**src/rtl/mem_access_stage.sv**
```systemverilog
// mem_access_stage: multi-cycle load/store stage between the ALU and writeback.
// Accepts one memory op per handshake, drives a ready/valid data-memory port
// (holding the request until mem_ready), extends load data and pulses writeback.
// Misaligned accesses are flagged on misalign and never issued.
//
// Ports:
//   clock, reset            rising-edge clock, synchronous active-high reset
//   in_valid/in_ready       op handshake from the ALU (in_ready only in IDLE)
//   opcode/address          MIPS opcode and effective byte address
//   store_data/dest_reg     rt content for stores, rt index for loads
//   mem_req/mem_we          memory request and write enable
//   mem_addr                word address (address[ADDR_W-1:2])
//   mem_wdata/mem_wstrb     lane-replicated store data and byte enables
//   mem_ready/mem_rdata     memory completion and read word
//   wb_valid/wb_reg/wb_data one-cycle load writeback
//   misalign                one-cycle misaligned (or timed-out) access flag
//   busy                    stage not idle, stalls PC update
//
// Optional: define MEM_TIMEOUT_EN to abort a request after TIMEOUT_CYCLES
// wait cycles without mem_ready (reported on misalign).
module mem_access_stage #(
    parameter int unsigned ADDR_W         = 32,
    parameter int unsigned TIMEOUT_CYCLES = 16
) (
    input  logic              clock,
    input  logic              reset,
    input  logic              in_valid,
    output logic              in_ready,
    input  logic [5:0]        opcode,
    input  logic [ADDR_W-1:0] address,
    input  logic [31:0]       store_data,
    input  logic [4:0]        dest_reg,
    output logic              mem_req,
    output logic              mem_we,
    output logic [ADDR_W-3:0] mem_addr,
    output logic [31:0]       mem_wdata,
    output logic [3:0]        mem_wstrb,
    input  logic              mem_ready,
    input  logic [31:0]       mem_rdata,
    output logic              wb_valid,
    output logic [4:0]        wb_reg,
    output logic [31:0]       wb_data,
    output logic              misalign,
    output logic              busy
);

    localparam logic [5:0] OP_LB  = 6'h20;
    localparam logic [5:0] OP_LH  = 6'h21;
    localparam logic [5:0] OP_LW  = 6'h23;
    localparam logic [5:0] OP_LBU = 6'h24;
    localparam logic [5:0] OP_LHU = 6'h25;
    localparam logic [5:0] OP_SB  = 6'h28;
    localparam logic [5:0] OP_SH  = 6'h29;
    localparam logic [5:0] OP_SW  = 6'h2B;

    typedef enum logic [1:0] {S_IDLE, S_REQ, S_RESP, S_ERR} state_t;

    state_t            r_state;
    state_t            w_state_nxt;
    logic [5:0]        r_op;
    logic [1:0]        r_lane;
    logic [4:0]        r_dest;

    logic              w_capture;
    logic              w_timed_out;
    logic              w_is_load;
    logic              w_is_store;
    logic              w_misaligned;
    logic              w_r_is_load;
    logic [31:0]       w_st_data;
    logic [3:0]        w_st_strb;
    logic [31:0]       w_ld_data;

    logic              w_mem_req;
    logic              w_mem_we;
    logic [ADDR_W-3:0] w_mem_addr;
    logic [31:0]       w_mem_wdata;
    logic [3:0]        w_mem_wstrb;
    logic              w_wb_valid;
    logic [4:0]        w_wb_reg;
    logic [31:0]       w_wb_data;
    logic              w_misalign;

    // Incoming op decode and alignment check
    always_comb begin
        w_is_load    = (opcode == OP_LB) || (opcode == OP_LH) || (opcode == OP_LW) ||
                       (opcode == OP_LBU) || (opcode == OP_LHU);
        w_is_store   = (opcode == OP_SB) || (opcode == OP_SH) || (opcode == OP_SW);
        w_misaligned = (((opcode == OP_LH) || (opcode == OP_LHU) || (opcode == OP_SH)) && address[0]) ||
                       (((opcode == OP_LW) || (opcode == OP_SW)) && (address[1:0] != 2'b00));
    end

    // Store lane replication and byte enables
    always_comb begin
        w_st_data = store_data;
        w_st_strb = 4'b0000;
        case (opcode)
            OP_SB: begin
                w_st_data = {4{store_data[7:0]}};
                w_st_strb = 4'b0001 << address[1:0];
            end
            OP_SH: begin
                w_st_data = {2{store_data[15:0]}};
                w_st_strb = address[1] ? 4'b1100 : 4'b0011;
            end
            OP_SW:   w_st_strb = 4'b1111;
            default: w_st_data = 32'h0;
        endcase
    end

    // Load lane extraction and sign/zero extension from the captured op
    always_comb begin
        logic [7:0]  v_byte;
        logic [15:0] v_half;
        v_byte      = mem_rdata[{r_lane, 3'b000} +: 8];
        v_half      = mem_rdata[{r_lane[1], 4'b0000} +: 16];
        w_r_is_load = 1'b1;
        case (r_op)
            OP_LB:   w_ld_data = {{24{v_byte[7]}}, v_byte};
            OP_LBU:  w_ld_data = {24'h0, v_byte};
            OP_LH:   w_ld_data = {{16{v_half[15]}}, v_half};
            OP_LHU:  w_ld_data = {16'h0, v_half};
            OP_LW:   w_ld_data = mem_rdata;
            default: begin
                w_ld_data   = 32'h0;
                w_r_is_load = 1'b0;
            end
        endcase
    end

`ifdef MEM_TIMEOUT_EN
    localparam int unsigned CNT_W = $clog2(TIMEOUT_CYCLES + 1);
    logic [CNT_W-1:0] r_count;

    // Wait-cycle counter, cleared when a request is issued
    always_ff @(posedge clock) begin
        if (reset || w_capture) begin
            r_count <= '0;
        end else if ((r_state == S_REQ) && !mem_ready) begin
            r_count <= r_count + CNT_W'(1);
        end
    end

    assign w_timed_out = (r_count == CNT_W'(TIMEOUT_CYCLES - 1));
`else
    logic w_unused_timeout;
    assign w_unused_timeout = (TIMEOUT_CYCLES != 0);
    assign w_timed_out      = 1'b0;
`endif

    // Next state and next registered outputs
    always_comb begin
        w_state_nxt = r_state;
        w_capture   = 1'b0;
        w_mem_req   = 1'b0;
        w_mem_we    = 1'b0;
        w_mem_addr  = '0;
        w_mem_wdata = 32'h0;
        w_mem_wstrb = 4'b0000;
        w_wb_valid  = 1'b0;
        w_wb_reg    = 5'd0;
        w_wb_data   = 32'h0;
        w_misalign  = 1'b0;
        case (r_state)
            S_IDLE: begin
                // Non-memory opcodes are consumed here with no effect
                if (in_valid && (w_is_load || w_is_store)) begin
                    if (w_misaligned) begin
                        w_state_nxt = S_ERR;
                        w_misalign  = 1'b1;
                    end else begin
                        w_state_nxt = S_REQ;
                        w_capture   = 1'b1;
                        w_mem_req   = 1'b1;
                        w_mem_we    = w_is_store;
                        w_mem_addr  = address[ADDR_W-1:2];
                        w_mem_wdata = w_st_data;
                        w_mem_wstrb = w_st_strb;
                    end
                end
            end
            S_REQ: begin
                if (mem_ready) begin
                    w_state_nxt = S_RESP;
                    w_wb_valid  = w_r_is_load;
                    w_wb_reg    = w_r_is_load ? r_dest : 5'd0;
                    w_wb_data   = w_ld_data;
                end else if (w_timed_out) begin
                    w_state_nxt = S_ERR;
                    w_misalign  = 1'b1;
                end else begin
                    // Hold the request stable until memory responds
                    w_mem_req   = 1'b1;
                    w_mem_we    = mem_we;
                    w_mem_addr  = mem_addr;
                    w_mem_wdata = mem_wdata;
                    w_mem_wstrb = mem_wstrb;
                end
            end
            S_RESP:  w_state_nxt = S_IDLE;
            S_ERR:   w_state_nxt = S_IDLE;
            default: w_state_nxt = S_IDLE;
        endcase
    end

    // State, captured op and output registers
    always_ff @(posedge clock) begin
        if (reset) begin
            r_state   <= S_IDLE;
            r_op      <= 6'd0;
            r_lane    <= 2'd0;
            r_dest    <= 5'd0;
            in_ready  <= 1'b1;
            busy      <= 1'b0;
            mem_req   <= 1'b0;
            mem_we    <= 1'b0;
            mem_addr  <= '0;
            mem_wdata <= 32'h0;
            mem_wstrb <= 4'b0000;
            wb_valid  <= 1'b0;
            wb_reg    <= 5'd0;
            wb_data   <= 32'h0;
            misalign  <= 1'b0;
        end else begin
            r_state   <= w_state_nxt;
            if (w_capture) begin
                r_op   <= opcode;
                r_lane <= address[1:0];
                r_dest <= dest_reg;
            end
            in_ready  <= (w_state_nxt == S_IDLE);
            busy      <= (w_state_nxt != S_IDLE);
            mem_req   <= w_mem_req;
            mem_we    <= w_mem_we;
            mem_addr  <= w_mem_addr;
            mem_wdata <= w_mem_wdata;
            mem_wstrb <= w_mem_wstrb;
            wb_valid  <= w_wb_valid;
            wb_reg    <= w_wb_reg;
            wb_data   <= w_wb_data;
            misalign  <= w_misalign;
        end
    end

endmodule

```
**config.mk**
```make
export PLATFORM = sky130hd
export DESIGN_NAME = mem_access_stage
export DESIGN_NICKNAME = d
export VERILOG_FILES = /design/src/rtl/mem_access_stage.sv
export SDC_FILE = /design/constraint.sdc
export NUM_CORES = 1
export LEC_CHECK = 0
export BUFFER_PORTS_ARGS = -buffer_cell sky130_fd_sc_hd__buf_2
export CAP_MARGIN = 10
export CORE_MARGIN = 4
export CORE_UTILIZATION = 43
export CTS_BUF_LIST = sky130_fd_sc_hd__clkbuf_2
export CTS_CLUSTER_SIZE = 16
export DETAILED_ROUTE_END_ITERATION = 7
export PLACE_DENSITY_LB_ADDON = 0.15
export SETUP_SLACK_MARGIN = 0.4
export SYNTH_ARGS = -nofsm -noshare
export SYNTH_HDL_FRONTEND = slang
export SYNTH_SLANG_ARGS = --single-unit
```
**constraint.sdc**
```tcl
create_clock -name clock -period 1.84 [get_ports clock]
set_input_delay 0.092 -clock clock [delete_from_list [all_inputs] [get_ports clock]]
set_output_delay 0.092 -clock clock [all_outputs]
set_load 0.05 [all_outputs]
```
==> impl_results.md <==
- Fraction of the yosys area taken by sequential cells: a little over half
- Routed length on met3: 1.94 mm
- CP Launch Type: flip-flop
- Net switching fraction of the power: between 20 and 30%
- Layout Utilization: 85.2%
- Placeable Area: roughly 0.010 mm^2
- Number of placed instances, taps included: 827
- Capturing point of the worst reg2reg path: mem_wdata[13]$_SDFFE_PP0N_
- Clock insertion delay at the later pin of the skew report: between 0.7 and 0.8 ns
- Worst setup path startpoint: r_state[0]$_SDFF_PP0_
- Total Nets Final: roughly 1000
- Post-synth EDFFs: 0
- Number of buffers created by CTS: 17
- Post-synthesis average cell area: about 10 um^2
- Number of distinct library cells after synthesis: 40
- Number of failing hold endpoints at the final stage: 0
- Slack of the worst reg-to-reg path: 0.06 ns
- Actual slew at the worst max-slew pin: 0.735 ns
- Hpwl dp: between 10 and 15 mm
- Sequential cell area: 0.00253 mm^2
- Worst Hold Slack: 0.0617 ns
- DRC violation total after the first TritonRoute iteration: 579
- Topmost layer with routed signal wires: met4
- Outcome: complete, no violations
- Final global-route overflow total: 0
- Routed Antenna Nets: 0
- Data required time of the worst path: 2.48 ns
- Final instance area: 0.00891 mm^2
- Total Power Consumption: 5.28 mW
- Global Route Usage Sum: slightly below 30%
- # Max-Cap Violations: 0
- Worst-case headroom to the max-slew limit: 50.9%
- Cell types occupying the most area after synthesis: dfxtp_1 (53%), a22o_1 (7.7%), nand2_1 (6.0%), a22oi_1 (5.0%), mux2i_1 (4.1%)
- Number of I/O port buffers: about 220
- Synthesized Nets: 591
- Clock tree root buffer cell: clkbuf_2
- Pin count of the biggest net entering global routing: 32
- Number of optimization iterations in the first detailed-route pass: 5
- Smallest setup slack after layout: slightly above 0.06 ns
- Final Max Tran Viols: 0
- Detailed-route via count: 5825
- Post-synthesis instance area: 0.00468 mm^2
- Synth async-reset ratio: 0%
- Fmax: 562 MHz
- Clk pwr share: around 36%
- M1 WL: 7.97 mm
- Leading cell type in the layout, fill and taps excluded: dlygate4sd3_1
- Fraction of final layout cells with drive strength greater than 1: between 40 and 50%
- Initial antenna violation count: 0
- Std cell rows: 37
- RSZ-0062 raised after global routing: true
- Warning count from the yosys run: 0
- Die Wd: 112 um
- Vert. Die Dim: 112 um
- Final setup skew: 0.0507 ns
- Met2 wirelength from detailed routing: approximately 11 mm
- Flop pwr share: around half
- Starting utilization of the core area: ~45%
- Worst Setup Slack post-DPL: 0.120 ns
- Critical register-to-register path startpoint: r_state[0]$_SDFF_PP0_
- Power density over the cells: about 600 mW/mm^2
- Bufs on Longest Clock Path: 2
- Kind of critical path: flip-flop to flip-flop
- DR DRC count: 0
- Min Clock Period, post-route: between 1.5 and 2 ns
- Ports placed on the boundary: 220
- Leakage power total: roughly 3.7 nW
- Accumulated negative setup slack: 0 ns
- Post-synth top flop: dfxtp_1
- Post-route non-filler standard cell count: 1018
- Flop and latch count out of synthesis: between 100 and 150
- Top-area cell type share of the netlist area: 53.0%
- H-tree depth: 4
- Hold Path Class: input port to flip-flop
- Switching power of the nets: between 1 and 1.5 mW
- Mean routed wirelength per cell: 21.4 um
- Internal power: 3.83 mW
- Antenna diodes: 0
- Worst supply voltage drop on vdd: ~0.39 mV
- Synth-to-Final Area Change: 90.3%
- Registers with the highest flip-flop counts: mem_wdata x32, wb_data x32, mem_addr x30
- Signal arrival time at the worst endpoint: 2.42 ns
- Nature of the critical path endpoint: flip-flop
- Maximum fanout encountered on the critical timing path: 6
- Last element of the critical path: mem_wdata[13]$_SDFFE_PP0N_
- Final Routed Wirelength: 21.8 mm
- Area of placed instances: between 0.006 and 0.007 mm^2
- # setup viols final: 0
- Combinational cell fraction of total power: 12.8%
- Synthesized netlist cell count: 480
- Number of vias per cell: 5.72
- Area of the die: ~0.013 mm^2
- Fin crit share: 96.7%
- Vias in the first global route: 5725
- Cell type with the highest aggregate area in the netlist: dfxtp_1
- Logic depth of the worst register-to-register path: 5
- Commonest non-fill, non-tap cells in the layout: dlygate4sd3_1 (123), buf_2 (122), dfxtp_1 (88), nand2_1 (71), buf_4 (63)
- Clock tree from TritonCTS: yes
- Weighted congestion at the end of routability-driven global placement: 0.906
- Sink count of the clock tree: 124
- Register clock-pin slew on the reported worst setup and hold paths: about 0.27 ns
- Filler cell count: 524
- Area used by multi-input combinational logic: 0.00244 mm^2
- First-pass GRT wire length: 29.7 mm
## worst max-delay path, stage by stage, from the launching register on
cell,delay (ns)
dfxtp_4,0.40
nor4bb_4,0.32
o21ai_2,0.15
or3_4,0.49
buf_16,0.18
o21ai_1,0.22
## layout make-up
| cell class | instances | area share, % |
|---|---|---|
| clock buffer | 18 | 1.01 |
| sequential | 124 | 28.4 |
| clock inverter | 14 | 1.94 |
| inverter | 7 | 0.295 |
| timing repair buffer | 400 | 39.0 |
| tap | 136 | 1.91 |
| multi-input combinational | 319 | 27.4 |
## routing by layer
layer,global-route usage [%],vias to the layer above
met1,34.3,2753
li1,-,2537
met2,50.4,431
met4,13.5,0
met3,7.49,104
met5,0,-
## worst min-delay path by stage
stage / start / endpoint / slack, ns / cells past startpoint
2_1_floorplan: reset / r_op[4]$_SDFFE_PP0P_ / 0.17 / 1
3_3_place_gp: address[21] / mem_addr[19]$_SDFFE_PP0N_ / 0.30 / 2
3_5_place_dp: address[6] / mem_addr[4]$_SDFFE_PP0N_ / 0.31 / 2
4_1_cts: opcode[1] / misalign$_SDFF_PP0_ / -0.01 / 5
5_1_grt: opcode[0] / mem_wstrb[0]$_SDFFE_PP0N_ / 0.04 / 4
6_report: opcode[0] / mem_wstrb[0]$_SDFFE_PP0N_ / 0.06 / 4
## power by group through the flow
stage                     Combinational, mW  Clock (mW)  Sequential, mW
final                                 0.677        1.89            2.72
after global routing                  0.711        2.00            2.72
after CTS                             0.602        1.85            2.72
after detailed placement              0.376           0            2.77
after global placement                0.370           0            2.77
after floorplan                       0.139           0            2.80
## cells in the mapped netlist (3+ instances only)
| cell | count |
|---|---|
| mux2_2 | 8 |
| nand3_1 | 9 |
| buf_2 | 4 |
| nor2_1 | 7 |
| dfxtp_1 | 124 |
| a22oi_1 | 31 |
| inv_1 | 6 |
| a21oi_1 | 33 |
| nor4b_1 | 3 |
| a21o_1 | 3 |
| nand2_1 | 75 |
| o21ai_0 | 36 |
| mux2i_1 | 19 |
| a22o_1 | 41 |
| nor2b_1 | 4 |
| nor3b_1 | 6 |
| a32o_1 | 8 |
| and2_1 | 6 |
| nor3_1 | 6 |
| clkbuf_1 | 23 |
## repair_timing
| action | 4_1_cts | 5_1_grt |
|---|---|---|
| gates resized for setup | 82 | 263 |
| gates cloned | 7 | 6 |
| pin swaps | 24 | 43 |
| hold buffers | 123 | 0 |
| setup buffers | 12 | 11 |
| setup endpoints to repair | 153 | 216 |
| endpoints found under the hold margin | 113 | 0 |
## kinds of logic after synthesis
group	after synthesis	share of synthesized area, %
mux	27	5.98
compound gates	161	23.6
flops	124	53.0
buf+inv	37	3.39
simple gates	131	14.0
No activity file was read; power rests on OpenSTA's default activity.
